$ cat config.mk
export PLATFORM = sky130hd
export DESIGN_NAME = mem_stage
export DESIGN_NICKNAME = d
export VERILOG_FILES = /design/src/rtl/mem_stage.sv
export SDC_FILE = /design/constraint.sdc
export NUM_CORES = 1
export LEC_CHECK = 0
export ABC_AREA = 1
export CORE_MARGIN = 8
export CORE_UTILIZATION = 35
export CTS_BUF_LIST = sky130_fd_sc_hd__clkbuf_2 sky130_fd_sc_hd__clkbuf_4 sky130_fd_sc_hd__clkbuf_8
export DETAILED_ROUTE_END_ITERATION = 8
export GPL_ROUTABILITY_DRIVEN = 1
export GPL_TIMING_DRIVEN = 1
export PLACE_DENSITY = 0.78
export SETUP_SLACK_MARGIN = 0.05
export SYNTH_ARGS = -nofsm -noshare
export SYNTH_HDL_FRONTEND = slang
export SYNTH_SLANG_ARGS = --single-unit
$ cat constraint.sdc
create_clock -name clk -period 1.3 [get_ports clk]
set_input_delay 0.13 -clock clk [delete_from_list [all_inputs] [get_ports clk]]
set_output_delay 0.13 -clock clk [all_outputs]
set_load 0.03 [all_outputs]
$ cat src/rtl/mem_stage.sv
// mem_stage: memory-access stage downstream of the EX/M register.
// Decodes the EX/M control field, issues loads/stores over a single
// outstanding req/ack port, stalls EX/M until the access completes, and
// produces a registered writeback packet.
// Optional feature: define MEM_ALIGN_CHECK_EN to drop misaligned half/word
// accesses and flag them on misalign_err instead of issuing them.
module mem_stage (
  input  logic        clk,
  input  logic        rst_bar,
  input  logic        valid_in,
  input  logic [6:0]  ctrl_in,
  input  logic [2:0]  dst_idx_in,
  input  logic [31:0] execute_result_in,
  input  logic [31:0] store_data_in,
  output logic        stall_out,
  output logic        mem_req,
  output logic        mem_we,
  output logic [31:0] mem_addr,
  output logic [3:0]  mem_be,
  output logic [31:0] mem_wdata,
  input  logic        mem_ack,
  input  logic [31:0] mem_rdata,
  output logic        wb_valid,
  output logic [2:0]  wb_dst,
  output logic [31:0] wb_data,
  output logic        misalign_err
);

  localparam logic [0:0] IDLE = 1'b0;
  localparam logic [0:0] BUSY = 1'b1;

  // Byte-enable pattern for an access of the given size at the given lane.
  function automatic logic [3:0] calc_be(input logic [1:0] size, input logic [1:0] lane);
    case (size)
      2'b00:   calc_be = 4'b0001 << lane;
      2'b01:   calc_be = 4'b0011 << {lane[1], 1'b0};
      default: calc_be = 4'b1111;
    endcase
  endfunction

  // Replicate the store operand across every lane it could land in.
  function automatic logic [31:0] rep_wdata(input logic [1:0] size, input logic [31:0] d);
    case (size)
      2'b00:   rep_wdata = {4{d[7:0]}};
      2'b01:   rep_wdata = {2{d[15:0]}};
      default: rep_wdata = d;
    endcase
  endfunction

  // Pull the addressed lane out of the load word and zero/sign extend it.
  function automatic logic [31:0] load_extract(input logic [1:0] size, input logic sext,
                                               input logic [1:0] lane, input logic [31:0] rdata);
    logic [31:0] sh;
    case (size)
      2'b00: begin
        sh = rdata >> {lane, 3'b000};
        load_extract = {{24{sext & sh[7]}}, sh[7:0]};
      end
      2'b01: begin
        sh = rdata >> {lane[1], 4'b0000};
        load_extract = {{16{sext & sh[15]}}, sh[15:0]};
      end
      default: begin
        sh = rdata;
        load_extract = sh;
      end
    endcase
  endfunction

  logic [0:0]  state_r;
  logic        mem_req_r;
  logic        mem_we_r;
  logic [31:0] mem_addr_r;
  logic [3:0]  mem_be_r;
  logic [31:0] mem_wdata_r;
  logic        wb_valid_r;
  logic [2:0]  wb_dst_r;
  logic [31:0] wb_data_r;
  logic        misalign_err_r;

  logic        lat_load_r;
  logic        lat_rw_r;
  logic        lat_sext_r;
  logic [1:0]  lat_size_r;
  logic [1:0]  lat_lane_r;
  logic [2:0]  lat_dst_r;

  logic        reg_write_s;
  logic        mem_rd_s;
  logic        mem_wr_s;
  logic        mem_op_s;
  logic [1:0]  size_s;
  logic        sext_s;
  logic [1:0]  lane_s;
  logic        misalign_s;
  logic        issue_s;
  logic        stall_s;
  logic        ctrl_unused_s;

  // Control-field decode; bit 6 is reserved and deliberately unused.
  always_comb begin
    reg_write_s   = ctrl_in[0];
    mem_rd_s      = ctrl_in[1];
    mem_wr_s      = ctrl_in[2];
    mem_op_s      = ctrl_in[1] | ctrl_in[2];
    size_s        = ctrl_in[4:3];
    sext_s        = ctrl_in[5];
    lane_s        = execute_result_in[1:0];
    ctrl_unused_s = ctrl_in[6];
  end

`ifdef MEM_ALIGN_CHECK_EN
  // Half needs an even address, word needs a 4-byte aligned address.
  always_comb begin
    if (size_s == 2'b01) begin
      misalign_s = lane_s[0];
    end else if (size_s[1]) begin
      misalign_s = (lane_s != 2'b00);
    end else begin
      misalign_s = 1'b0;
    end
  end
`else
  // No alignment policing: low address bits only steer lanes.
  always_comb begin
    misalign_s = 1'b0;
  end
`endif

  // A memory op is issued only from IDLE and only when it is well aligned.
  always_comb begin
    issue_s = (state_r == IDLE) & valid_in & mem_op_s & ~misalign_s;
  end

  // Hold EX/M from acceptance until the ack cycle; never stall under reset.
  always_comb begin
    stall_s = 1'b0;
    if (!rst_bar) begin
      stall_s = 1'b0;
    end else if (state_r == BUSY) begin
      stall_s = ~mem_ack;
    end else begin
      stall_s = issue_s;
    end
  end

  // Stage FSM, memory port registers and the writeback packet.
  always_ff @(posedge clk or negedge rst_bar) begin
    if (!rst_bar) begin
      state_r        <= IDLE;
      mem_req_r      <= 1'b0;
      mem_we_r       <= 1'b0;
      mem_addr_r     <= 32'h0000_0000;
      mem_be_r       <= 4'b0000;
      mem_wdata_r    <= 32'h0000_0000;
      wb_valid_r     <= 1'b0;
      wb_dst_r       <= 3'b000;
      wb_data_r      <= 32'h0000_0000;
      misalign_err_r <= 1'b0;
      lat_load_r     <= 1'b0;
      lat_rw_r       <= 1'b0;
      lat_sext_r     <= 1'b0;
      lat_size_r     <= 2'b00;
      lat_lane_r     <= 2'b00;
      lat_dst_r      <= 3'b000;
    end else begin
      case (state_r)
        IDLE: begin
          misalign_err_r <= 1'b0;
          if (valid_in && mem_op_s && misalign_s) begin
            wb_valid_r     <= 1'b0;
            misalign_err_r <= 1'b1;
          end else if (issue_s) begin
            lat_load_r  <= mem_rd_s;
            lat_rw_r    <= reg_write_s;
            lat_sext_r  <= sext_s;
            lat_size_r  <= size_s;
            lat_lane_r  <= lane_s;
            lat_dst_r   <= dst_idx_in;
            mem_req_r   <= 1'b1;
            mem_we_r    <= mem_wr_s & ~mem_rd_s;
            mem_addr_r  <= {execute_result_in[31:2], 2'b00};
            mem_be_r    <= calc_be(size_s, lane_s);
            mem_wdata_r <= rep_wdata(size_s, store_data_in);
            wb_valid_r  <= 1'b0;
            state_r     <= BUSY;
          end else if (valid_in) begin
            wb_valid_r <= reg_write_s;
            wb_dst_r   <= dst_idx_in;
            wb_data_r  <= execute_result_in;
          end else begin
            wb_valid_r <= 1'b0;
          end
        end
        BUSY: begin
          misalign_err_r <= 1'b0;
          if (mem_ack) begin
            mem_req_r  <= 1'b0;
            state_r    <= IDLE;
            wb_valid_r <= lat_load_r & lat_rw_r;
            wb_dst_r   <= lat_dst_r;
            wb_data_r  <= load_extract(lat_size_r, lat_sext_r, lat_lane_r, mem_rdata);
          end else begin
            wb_valid_r <= 1'b0;
          end
        end
        default: begin
          state_r        <= IDLE;
          mem_req_r      <= 1'b0;
          wb_valid_r     <= 1'b0;
          misalign_err_r <= 1'b0;
        end
      endcase
    end
  end

  assign stall_out    = stall_s;
  assign mem_req      = mem_req_r;
  assign mem_we       = mem_we_r;
  assign mem_addr     = mem_addr_r;
  assign mem_be       = mem_be_r;
  assign mem_wdata    = mem_wdata_r;
  assign wb_valid     = wb_valid_r;
  assign wb_dst       = wb_dst_r;
  assign wb_data      = wb_data_r;
  assign misalign_err = misalign_err_r;

endmodule
==> results of run 1 <==
[kinds of logic after synthesis]
family	share of synthesized area [%]
other	0.0667
flip-flops	51.2
AO/OA/AOI/OAI	16.8
AND/OR/NAND/NOR	24.4
buffers and inverters	7.56
[power breakdown]
group	internal (mW)	switching [mW]
clock network	1.96	1.41
logic	2.70	4.31
registers	4.50	0.633
total	9.16	6.36
[through the flow]
stage	cell area, um2	hold slack (ns)	setup TNS [ns]
finish	9380	0.254	-15.40
CTS	9350	0.224	-11.35
detailed placement	8520	0.210	-21.89
global route	9380	0.251	-22.48
floorplan	5780	-0.166	-0.780
global placement	8520	0.211	-20.03
[per-layer routing]
| metal | vias to the layer above | part of all wire, % | global-route usage (%) |
|---|---|---|---|
| li1 | 2922 | - | - |
| met1 | 2798 | 41 | 26.1 |
| met2 | 231 | 50 | 36.6 |
| met3 | 41 | 6.1 | 4.71 |
| met4 | 0 | 2.9 | 8.67 |
| met5 | - | 0 | 0 |
[registers in the layout, indices dropped and copies added, names as in the netlist, 2 cells and up]
signal / cells
mem_wdata: 32
wb_data: 32
mem_addr: 30
mem_be: 4
lat_dst_r: 3
wb_dst: 3
lat_lane_r: 2
lat_size_r: 2
[critical path, stage by stage, from the launching register on]
cell,delay [ns]
dfrtp_1,0.37
inv_2,0.07
buf_6,0.11
or2_4,0.26
a21boi_4,0.18
buf_12,0.14
[cell type report]
type,instances,share of cell area [%]
Timing Repair Buffer,307,30.9
Tap cell,216,2.88
Inverter,47,2.12
Clock inverter,5,0.800
Clock buffer,25,3.40
Multi-Input combinational cell,520,29.2
Sequential cell,115,30.7
[cells in the mapped netlist]
| cell | number | area [um2] |
|---|---|---|
| dfrtp_1 | 115 | 2880 |
| or2_2 | 2 | 12.5 |
| buf_1 | 1 | 3.75 |
| buf_2 | 14 | 70.1 |
| o21ai_0 | 56 | 280 |
| a21boi_0 | 1 | 7.51 |
| a31oi_1 | 4 | 25.0 |
| nand3_1 | 35 | 175 |
| nor2_2 | 1 | 6.26 |
| clkbuf_1 | 21 | 78.8 |
| a21oi_2 | 4 | 35.0 |
| o21ai_1 | 16 | 80.1 |
| nor2_1 | 19 | 71.3 |
| nand2_4 | 2 | 22.5 |
| buf_6 | 3 | 33.8 |
| inv_1 | 40 | 150 |
| a32o_1 | 1 | 10.0 |
| nor2_4 | 1 | 11.3 |
| inv_4 | 1 | 6.26 |
| a21oi_1 | 86 | 430 |
| o21bai_1 | 1 | 7.51 |
| buf_4 | 8 | 60.1 |
| nand2_1 | 271 | 1020 |
| conb_1 | 1 | 3.75 |
| nor2_8 | 1 | 20.0 |
| inv_2 | 5 | 18.8 |
| nand2_2 | 6 | 37.5 |
| a22oi_1 | 2 | 15.0 |
| clkinv_1 | 1 | 3.75 |
| o211ai_1 | 7 | 52.6 |
[final timing paths]
kind | depth (start not counted) | slack [ns] | endpoint | start
worst max-delay path | 5 | -0.39 | stall_out | state_r$_DFF_PN0_
worst min-delay path | 3 | 0.25 | lat_sext_r$_DFFE_PN0P_ | ctrl_in[5]
worst max register to register | 13 | -0.37 | wb_data[22]$_DFFE_PN0P_ | state_r$_DFF_PN0_
worst min register to register | 2 | 0.47 | mem_addr[11]$_DFFE_PN0P_ | mem_addr[11]$_DFFE_PN0P_
max in group asynchronous | 3 | 0.50 | mem_addr[5]$_DFFE_PN0P_ | rst_bar
min in group asynchronous | 3 | 0.33 | mem_wdata[30]$_DFFE_PN0P_ | rst_bar
[repair_timing]
action / CTS / global route
setup buffers: 22 / 5
pin swaps: 29 / 15
gates resized for setup: 587 / 36
endpoints found under the hold margin: 115 / 0
gates cloned: 14 / 0
setup endpoints to repair: 201 / 117
hold buffers: 1 / 0
==> results.py, run 1 <==
metrics = {
    "status": {
        "status": "complete, but fails checks",
        "violations": "setup timing",
    },
    "global_routing": {
        "grt_util_all_layers_pct": 21.6,
        "antenna_found_initial": 0,
        "grt_pass1_vias": 6064,
        "grt_pass1_wl_mm": 33.9,
        "overflow": 0,
        "grt_max_degree": 75,
    },
    "sta": {
        "final-max-slew-violation-count": 0,
        "hold_viol_final": 0,
        "tightestPinTransition_ns": 0.534,
        "relSlewSlack_pct": 64.4,
        "fin_crit_sh_pct": 130,
        "finalSetupViolCount": 75,
        "min_period_ns": 1.69,
        "skew_ns": 0.00762,
        "rsz0062_at_grt": "yes",
        "fmax_mhz": 593,
        "timing.final.ws_setup_ns": -0.387,
    },
    "drt": {
        "postRouteAntennaNets": 0,
        "vias": 5992,
        "viasPerCell": 4.85,
        "drtIter0Drc": 382,
        "wl_mm": 22.0,
        "post_drt_wl_per_cell_um": 17.8,
        "drt-pass1-iter-count": 5,
        "drc_errors": 0,
    },
    "clocking": {
        "insertion_delay_ns": 0.43,
        "cts.sinks": 115,
        "cts_tree": "built",
        "cts-buffers-inserted": 17,
        "clockRootBuffer": "clkbuf_8",
        "cts.clk_slew.worst_paths_ns": 0.06,
        "max-clock-path-buffers": 2,
        "h-tree-depth": 4,
    },
    "yosys": {
        "synth.avg_cell_area_um2": 7.75,
        "ys_ff_latch": 115,
        "ys_types": 30,
        "seq_area_frac_synth_pct": 51.2,
        "synth_cells": 726,
        "synth_area_um2": 5620,
        "synth_warnings": 0,
    },
    "flow_run": {
        "cap_viol_max_count": 0,
    },
    "critical_path": {
        "worstSetupStartpointType": "register",
        "critPathKind": "reg2out",
        "required_ns": 1.17,
        "critPathCaptureType": "output port",
        "arrival_ns": 1.56,
        "crit_path_max_fanout": 2,
    },
    "power": {
        "static-leakage-power_nw": 4.68,
        "total_power_mw": 15.5,
        "peakVddDrop_v": 0.000922,
        "power_density_nw_per_um2": 1650,
    },
    "floorplan": {
        "die_area_um2": 20400,
        "die_w_um": 143,
        "die_h_um": 143,
        "fp-row-count": 46,
        "coreArea_um2": 15800,
        "ios": 218,
        "initial_utilization_pct": 35.7,
    },
    "finish": {
        "mostFrequentLayoutCell": "nand2_1",
        "fillers": 1425,
        "areaGrowthSynthToFinish_pct": 66.8,
        "antenna_cells": 0,
        "finalNonFillerCells": 1235,
        "fin_nets": 1118,
        "drive_gt1_share_pct": 31.9,
        "regArea_um2": 2880,
        "final_cell_mix": "248 x nand2_1, 115 x dfrtp_1, 107 x clkdlybuf4s50_1",
        "multi_input_area_um2": 2740,
        "final_util_pct": 59.5,
    },
    "min_path": {
        "hold_path_class": "in2reg",
    },
    "placement": {
        "post-place-ws_ns": -0.306,
        "place_hpwl_mm": 14.9,
        "dp_cells": 1171,
        "gp_congestion": 0.848,
        "port_buffers": 213,
    },
}
Note: power is estimated with default switching activity, not from simulation.
==> inputs of run 2 (changes only) <==
Settings changed: CORE_MARGIN 8 to not set, MAX_ROUTING_LAYER set to met4.
==> run 2 against run 1 <==
Against the previous run:
- the flow still finishes with violations (setup timing)
- combinational power increased by 4.4%
- via count is 1.6% higher
- critical endpoint unchanged
- cell area is 3.3% higher
- sequential share of layout area is 0.95 points lower
- non-clock buffer count grew 3
- die area shrank 19%
- highest routed layer unchanged
- clock skew grew 0.0043 ns
- critical path depth is 1 lower
- first-iteration DRC count is 14% lower
- cell count about the same
- largest power group unchanged
==> results.py, run 2 (synthesis gave the netlist of run 1 again) <==
metrics = {
    "status": {
        "violations": "setup timing",
        "status": "complete, but fails checks",
    },
    "finish": {
        "areaGrowthSynthToFinish_pct": 72.2,
        "regArea_um2": 2880,
        "finalNonFillerCells": 1234,
        "mostFrequentLayoutCell": "nand2_1",
        "final_area_um2": 9680,
        "final_cell_mix": "247 x nand2_1, 114 x dfrtp_1, 107 x clkdlybuf4s50_1",
        "drive_gt1_share_pct": 34.5,
        "fillers": 1298,
        "fin_nets": 1120,
        "antenna_cells": 0,
        "multi_input_area_um2": 2860,
        "final_util_pct": 62.8,
    },
    "power": {
        "static-leakage-power_nw": 4.79,
        "clkPwrFrac_pct": 21.6,
        "p_seq_share_pct": 32.1,
        "total_power_mw": 15.8,
        "peakVddDrop_v": 0.000924,
        "power_frac_comb_pct": 46.3,
        "p_int_mw": 9.30,
        "swShare_pct": 41.2,
        "power_density_nw_per_um2": 1630,
        "p_switching_mw": 6.52,
    },
    "placement": {
        "place_area_um2": 8540,
        "post-place-ws_ns": -0.337,
        "port_buffers": 213,
        "place_hpwl_mm": 13.6,
        "gp_congestion": 0.882,
        "dp_cells": 1165,
    },
    "clocking": {
        "cts.clk_slew.worst_paths_ns": 0.07,
        "insertion_delay_ns": 0.45,
        "max-clock-path-buffers": 2,
        "cts_tree": "built",
        "clockRootBuffer": "clkbuf_8",
        "h-tree-depth": 4,
        "cts.sinks": 115,
        "cts-buffers-inserted": 17,
    },
    "flow_run": {
        "cap_viol_max_count": 0,
    },
    "sta": {
        "relSlewSlack_pct": 49.6,
        "rsz0062_at_grt": "yes",
        "hold_viol_final": 0,
        "holdWs_ns": 0.251,
        "final-max-slew-violation-count": 0,
        "fmax_mhz": 646,
        "tightestPinTransition_ns": 0.756,
        "timing.final.ws_setup_ns": -0.248,
        "skew_ns": 0.0119,
        "fin_crit_sh_pct": 119,
        "setup_tns_ns": -9.98,
        "min_period_ns": 1.55,
        "finalSetupViolCount": 88,
    },
    "floorplan": {
        "coreArea_um2": 15400,
        "fp-row-count": 45,
        "ios": 218,
        "initial_utilization_pct": 36.5,
        "die_w_um": 129,
        "die_area_um2": 16600,
        "die_h_um": 129,
    },
    "critical_path": {
        "critPathKind": "reg2out",
        "critPathCaptureType": "output port",
        "critPathSlowestCell": "dfrtp_1",
        "crit_chain": "inv_2 > or2_4 > a21boi_4 > buf_12",
        "worstSetupStartpointType": "register",
        "slowest_delay_ns": 0.36,
        "crit_path_max_fanout": 3,
        "required_ns": 1.17,
        "arrival_ns": 1.42,
    },
    "global_routing": {
        "grt_max_degree": 116,
        "grt_pass1_vias": 5984,
        "met3_usage_pct": 4.45,
        "antenna_found_initial": 0,
        "grt.busiest_layer": "met2",
        "grt_util_all_layers_pct": 26.2,
        "grtUsageMet1_pct": 33.1,
        "grtUsageMet2_pct": 41.7,
        "grt_pass1_wl_mm": 31.9,
        "overflow": 0,
    },
    "drt": {
        "drt-pass1-iter-count": 4,
        "drtIter0Drc": 327,
        "viasPerCell": 4.93,
        "post_drt_wl_per_cell_um": 16.8,
        "wl_mm": 20.8,
        "vias": 6088,
        "postRouteAntennaNets": 0,
        "drc_errors": 0,
    },
    "min_path": {
        "hold_path_class": "in2reg",
    },
}
-- run 2: cell types whose count changed in the layout (fill, tap and decap cells not counted), sizes merged --
cell,before,now
buf,197,193
bufbuf,1,4
clkinv,5,8
clkinvlp,0,2
clkdlybuf4s15,1,2
nand2,280,279
-- run 2: worst max-delay path, delay by kind of cell (launching register included) --
family                 cells  cell delay (ns)
and+or+nand+nor            1             0.24
DFF                        1             0.36
AOI/OAI and AO/OA          1             0.18
buffers and inverters      2             0.19
-- run 2: cell type report --
type | count | share of cell area, %
repair buffers | 310 | 31.8
clock buffers | 22 | 3.06
clock inverters | 10 | 1.09
inverters | 47 | 2.05
well taps | 211 | 2.73
multi-input cells | 519 | 29.5
flip-flops and latches | 115 | 29.7
-- run 2: worst paths after layout --
check / start / endpoint / slack [ns] / cells after the start
setup / recovery: state_r$_DFF_PN0_ / stall_out / -0.25 / 4
hold / removal: ctrl_in[5] / lat_sext_r$_DFFE_PN0P_ / 0.25 / 3
setup reg to reg: state_r$_DFF_PN0_ / wb_data[6]$_DFFE_PN0P_ / -0.18 / 7
hold reg to reg: mem_addr[13]$_DFFE_PN0P_ / mem_addr[13]$_DFFE_PN0P_ / 0.47 / 2
max in group asynchronous: rst_bar / lat_size_r[1]$_DFFE_PN0P_ / 0.31 / 3
min in group asynchronous: rst_bar / lat_rw_r$_DFFE_PN0P_ / 0.29 / 3
-- run 2: power groups by stage --
| stage | Clock, mW | Combinational, mW | Sequential [mW] |
|---|---|---|---|
| final | 3.42 | 7.32 | 5.08 |
| after global routing | 3.66 | 7.78 | 5.19 |
| after CTS | 3.46 | 7.02 | 5.07 |
| after detailed placement | 0 | 6.79 | 5.11 |
| after global placement | 0 | 6.68 | 5.11 |
| after floorplan | 0 | 2.00 | 6.75 |
-- run 2: repair_timing --
item                                    CTS  global route
hold buffers                              1             0
resized for setup                       617            57
endpoints found under the setup margin  178           113
cloned                                   15             2
hold endpoints to repair                115             0
buffers inserted                         15             5
pin swaps                                30             7
-- run 2: routing by layer --
metal,vias to the layer above,part of all wire [%],wire length [um]
li1,2931,-,-
met1,2898,42,8790
met2,217,49,10200
met3,42,5.6,1170
met4,0,2.6,548
met5,-,0,0
==> edit 1, RTL diff (settings of run 1) <==
Add a define of `MEM_ALIGN_CHECK_EN`.
--- a/src/rtl/mem_stage.sv
+++ b/src/rtl/mem_stage.sv
@@ -6,2 +6,4 @@
 // accesses and flag them on misalign_err instead of issuing them.
+`define MEM_ALIGN_CHECK_EN
+
 module mem_stage (
Behaviour: not the same (Yosys sat finds a counterexample within 4 cycles, from zero or initial values and one cycle with rst_bar low).
==> edit 1 against run 1 <==
  * The flow still finishes with violations (negative setup slack)
  * Largest cell class is now multi-input combinational cells
  * Maximum frequency down 4.5%
  * Setup slack worse by 0.080 ns
  * Area after synthesis up 2.0%
  * Clock power up 11%
  * Sequential cell count up 1
  * Design area up 10%
  * Combinational power up 9.7%
  * Critical endpoint unchanged
  * Wire length up 11%
  * Power up 8.8%
  * Critical path type unchanged
==> edit 1: results (changes against run 1) <==
status:
  status: "complete, but fails checks"
  violations: "negative setup slack"
route:
  drtIter0Drc: 399  # +4.5%
  met1_length_mm: 9.82  # +9.5%
  wl_met2_mm: 12.2  # +11%
  post_drt_wl_per_cell_microns: 19.4  # +9.1%
critical_path:
  critical_path.max_stage_delay_ns: 0.43  # +0.06 ns
  crit_fanout: 5  # +3
finish:
  nNonClkInverters: 37  # -21%
  signal_buffers: 314  # +2.3%
  fillers: 1303  # -8.6%
  final_nets: 1131  # +1.2%
  drive_above_1_share_pct: 43.0  # +11 points
  nonClkBufAreaFrac_pct: 30.9  # about the same
  final_cells: 1257  # +1.8%
  antennaDiodeCount: 3  # +3
  clk_share_pct: 4.29  # +0.087 points
  multi_input_cells: 535  # +2.9%
  sh_seq_area_pct: 28.1  # -2.6 points
  clock_buffers: 24  # -4.0%
global_routing:
  grt_usage_pct: 22.0  # +0.39 points
  use_met1_pct: 27.1  # +1.0 points
  grt_pass1_wl_mm: 34.9  # +2.9%
  use_met3_pct: 4.85  # +0.15 points
  gr-usage-met2_pct: 35.5  # -1.1 points
yosys:
  yosysSeqAreaShare_pct: 50.6  # -0.57 points
timing:
  slew_headroom_pct: 58.1  # -6.3 points
  setup_tns_ns: -27.29  # -11.89 ns
  setup_ws_ns: -0.467  # -0.0800 ns
  setup_viol: 115  # +53%
placed_design:
  gp_congestion: 0.873  # +2.9%
  io_buffers: 214  # +0.47%
  place_ws_ns: -0.520  # -0.214 ns
  dp.cells: 1179  # +0.68%
power_and_ir_drop:
  cellLeakagePower_nw: 5.05  # +7.9%
## edit 1: cell types whose count changed after synthesis, moves of 4 or more
cell	before	now
nand2_1	271	307
o21ai_0	56	41
o21ai_2	0	15
buf_6	3	11
inv_1	40	32
o21ai_1	16	10
a21oi_1	86	81
buf_2	14	9
a21oi_2	4	0
## edit 1: power by group through the flow
| stage | Sequential, mW | Combinational [mW] | Clock, mW |
|---|---|---|---|
| 3_5_place_dp | 5.23 | 7.10 | 0 |
| 4_1_cts | 5.30 | 6.97 | 3.78 |
| 6_report | 5.47 | 7.69 | 3.73 |
| 3_3_place_gp | 5.22 | 7.00 | 0 |
| 2_1_floorplan | 6.96 | 2.01 | 0 |
| 5_1_grt | 5.57 | 8.16 | 3.96 |
## edit 1: cell families after synthesis
logic type,after synthesis
AND/OR/NAND/NOR,369
AO/OA/AOI/OAI,162
flip-flops,116
buffers and inverters,83
other,1
==> edit 2, RTL diff (settings of run 1) <==
Without the edit above. Reset style: synchronous (`rst_bar`), changed in one clocked block.
--- a/src/rtl/mem_stage.sv
+++ b/src/rtl/mem_stage.sv
@@ -147,3 +147,3 @@
   // Stage FSM, memory port registers and the writeback packet.
-  always_ff @(posedge clk or negedge rst_bar) begin
+  always_ff @(posedge clk) begin
     if (!rst_bar) begin
Check against the original RTL: differs if rst_bar is asserted again (counterexample within 4 cycles, from zero or initial values and one cycle with rst_bar low); with rst_bar held inactive, the same outputs for 4 cycles.
==> edit 2 against run 1 <==
  * The run still ends with negative setup slack left
  * Hold slack got worse by 0.086 ns
  * Design area rose by 3.3%
  * Setup slack improved by 0.067 ns
  * Area after synthesis fell by 3.1%
  * Sequential cell count did not move
  * Synthesized cell count rose by 4.0%
  * Critical path depth rose by 2
  * Die area fell by 2.8%
  * Wire length rose by 16%
  * Power fell by 28%
  * Non-clock buffer count rose by 5
  * Combinational power fell by 49%
  * Maximum frequency rose by 4.1%
  * Critical path type unchanged
==> edit 2: results (changes against run 1) <==
global_routing:
  grt_pass1_vias: 6634  # +9.4%
  grt_usage_pct: 23.4  # +1.9 points
  grt_pass1_wl_mm: 36.5  # +7.8%
route:
  dr_total_vias: 6794  # +13%
  routed_wl_mm: 25.5  # +16%
  dr.pass1.iters: 6  # +1
  drtIter0Drc: 491  # +29%
  post_drt_wl_per_cell_microns: 20.7  # +16%
power_and_ir_drop:
  ir_drop_uv: 764  # -17%
  cellLeakagePower_nw: 4.14  # -11%
critical_path:
  crit_fanout: 4  # +2
  critical_path.max_stage_delay_ns: 0.40  # +0.03 ns
  arrival_ns: 1.49  # -0.07 ns
  cp_slowest_cell: "dfxtp_4"
clock_network:
  htreeDepth: 4  # unchanged
  worstSkewPairLatency_ns: 0.46  # +0.03 ns
  clkSlewWorstSetupHoldPaths_ns: 0.09  # +0.03 ns
yosys:
  yosysUniqueCellTypes: 30  # unchanged
  synthArstFlopShare_pct: 0  # -100 points
  yosysSeqAreaShare_pct: 42.3  # -8.9 points
  ys_top_cells_by_count: "147 x nand2_1, 115 x dfxtp_1, 110 x a21oi_1"
  ys.flop_type: "dfxtp_1"
  synthTopCellsByArea: "dfxtp_1 42%, nand2_1 10%, a21oi_1 10%"
  syn_avg_cell_area_sq_um: 7.22  # -6.9%
  synth-compound-area-share_pct: 24.6  # +7.8 points
finish:
  fillers: 1233  # -13%
  final_nets: 1141  # +2.1%
  drive_above_1_share_pct: 42.3  # +10 points
min_path:
  hold_class: "primary input to register"
status:
  violations: "negative setup slack"
  status: "complete, but fails checks"
placed_design:
  gp_congestion: 0.882  # +4.0%
timing:
  fin_skew_ns: 0.0188  # +0.0112 ns
  setup_viol: 95  # +27%
  setup_ws_ns: -0.319  # +0.0672 ns
  tightestPinTransition_ns: 0.512  # -0.0221 ns
edit 2: cell types whose count changed after synthesis, moves of 5 or more:
cell             run 1  this run
nand2_1            271       147
dfrtp_1            115         0
dfxtp_1              0       115
nor2_1              19        80
o21ai_0             56        90
a21oi_1             86       110
nand3_1             35        21
nand3_2              0        14
o22ai_1              0         9
or2_2                2        11
a21oi_2              4        12
buf_4                8        15
a211oi_1             0         5
edit 2: where the power goes:
part | internal [mW] | total [mW] | switching (mW)
registers | 3.81 | 3.98 | 0.165
clock network | 1.97 | 3.69 | 1.72
logic | 1.51 | 3.58 | 2.07
total | 7.30 | 11.2 | 3.95
edit 2: stage by stage:
| step | setup TNS (ns) | instance area [sq um] | setup slack, ns |
|---|---|---|---|
| detailed placement | -27.70 | 8090 | -0.363 |
| global route | -16.21 | 9690 | -0.378 |
| floorplan | 0 | 5500 | 0.0270 |
| CTS | -13.34 | 9500 | -0.341 |
| finish | -12.29 | 9690 | -0.319 |
| global placement | -25.50 | 8090 | -0.343 |
edit 2: cells by family (layout without fill, tap and decap cells):
group                  Yosys count  count (layout)
AND/OR/NAND/NOR                286             286
buffers and inverters          104             391
AO/OA/AOI/OAI                  249             249
other                            1               3
flip-flops                     115             115
edit 2: cell type report:
| cell class | count | area, sq um | area share, % |
|---|---|---|---|
| flip-flops and latches | 115 | 2310 | 23.8 |
| repair buffers | 312 | 3070 | 31.7 |
| multi-input cells | 538 | 3450 | 35.6 |
| well taps | 188 | 235 | 2.43 |
| repair inverters | 1 | 7.51 | 0.0775 |
| inverters | 46 | 194 | 2.00 |
| clock buffers | 18 | 248 | 2.56 |
| clock inverters | 14 | 175 | 1.81 |
edit 2: what timing repair did:
| item | 4_1_cts | 5_1_grt |
|---|---|---|
| hold endpoints to repair | 0 | 0 |
| resized for setup | 559 | 222 |
| pin swaps | 46 | 32 |
| gates cloned | 13 | 6 |
| buffers inserted | 18 | 14 |
| endpoints found under the setup margin | 195 | 170 |
edit 2: worst paths after layout:
| kind | endpoint | from | cells past startpoint | slack, ns |
|---|---|---|---|---|
| setup / recovery | stall_out | state_r | 7 | -0.32 |
| hold / removal | lat_lane_r[1] | rst_bar | 4 | 0.17 |
| setup reg to reg | wb_data[30] | state_r | 10 | -0.25 |
| hold reg to reg | mem_we | mem_we | 2 | 0.45 |
edit 2: critical path: cells and delay by family, from the launching register on:
family                 cells  cell delay, ns
buffers and inverters      4            0.39
DFF                        1            0.40
and+or+nand+nor            3            0.26
edit 2: per-layer routing:
layer / share of wire, % / up-vias / wire length, microns / global-route usage [%]
met3: 11 / 92 / 2740 / 8.85
li1: - / 3071 / - / -
met4: 4.7 / 0 / 1190 / 11.8
met1: 38 / 3212 / 9580 / 26.1
met2: 47 / 419 / 11900 / 38.6
met5: 0 / - / 0 / 0
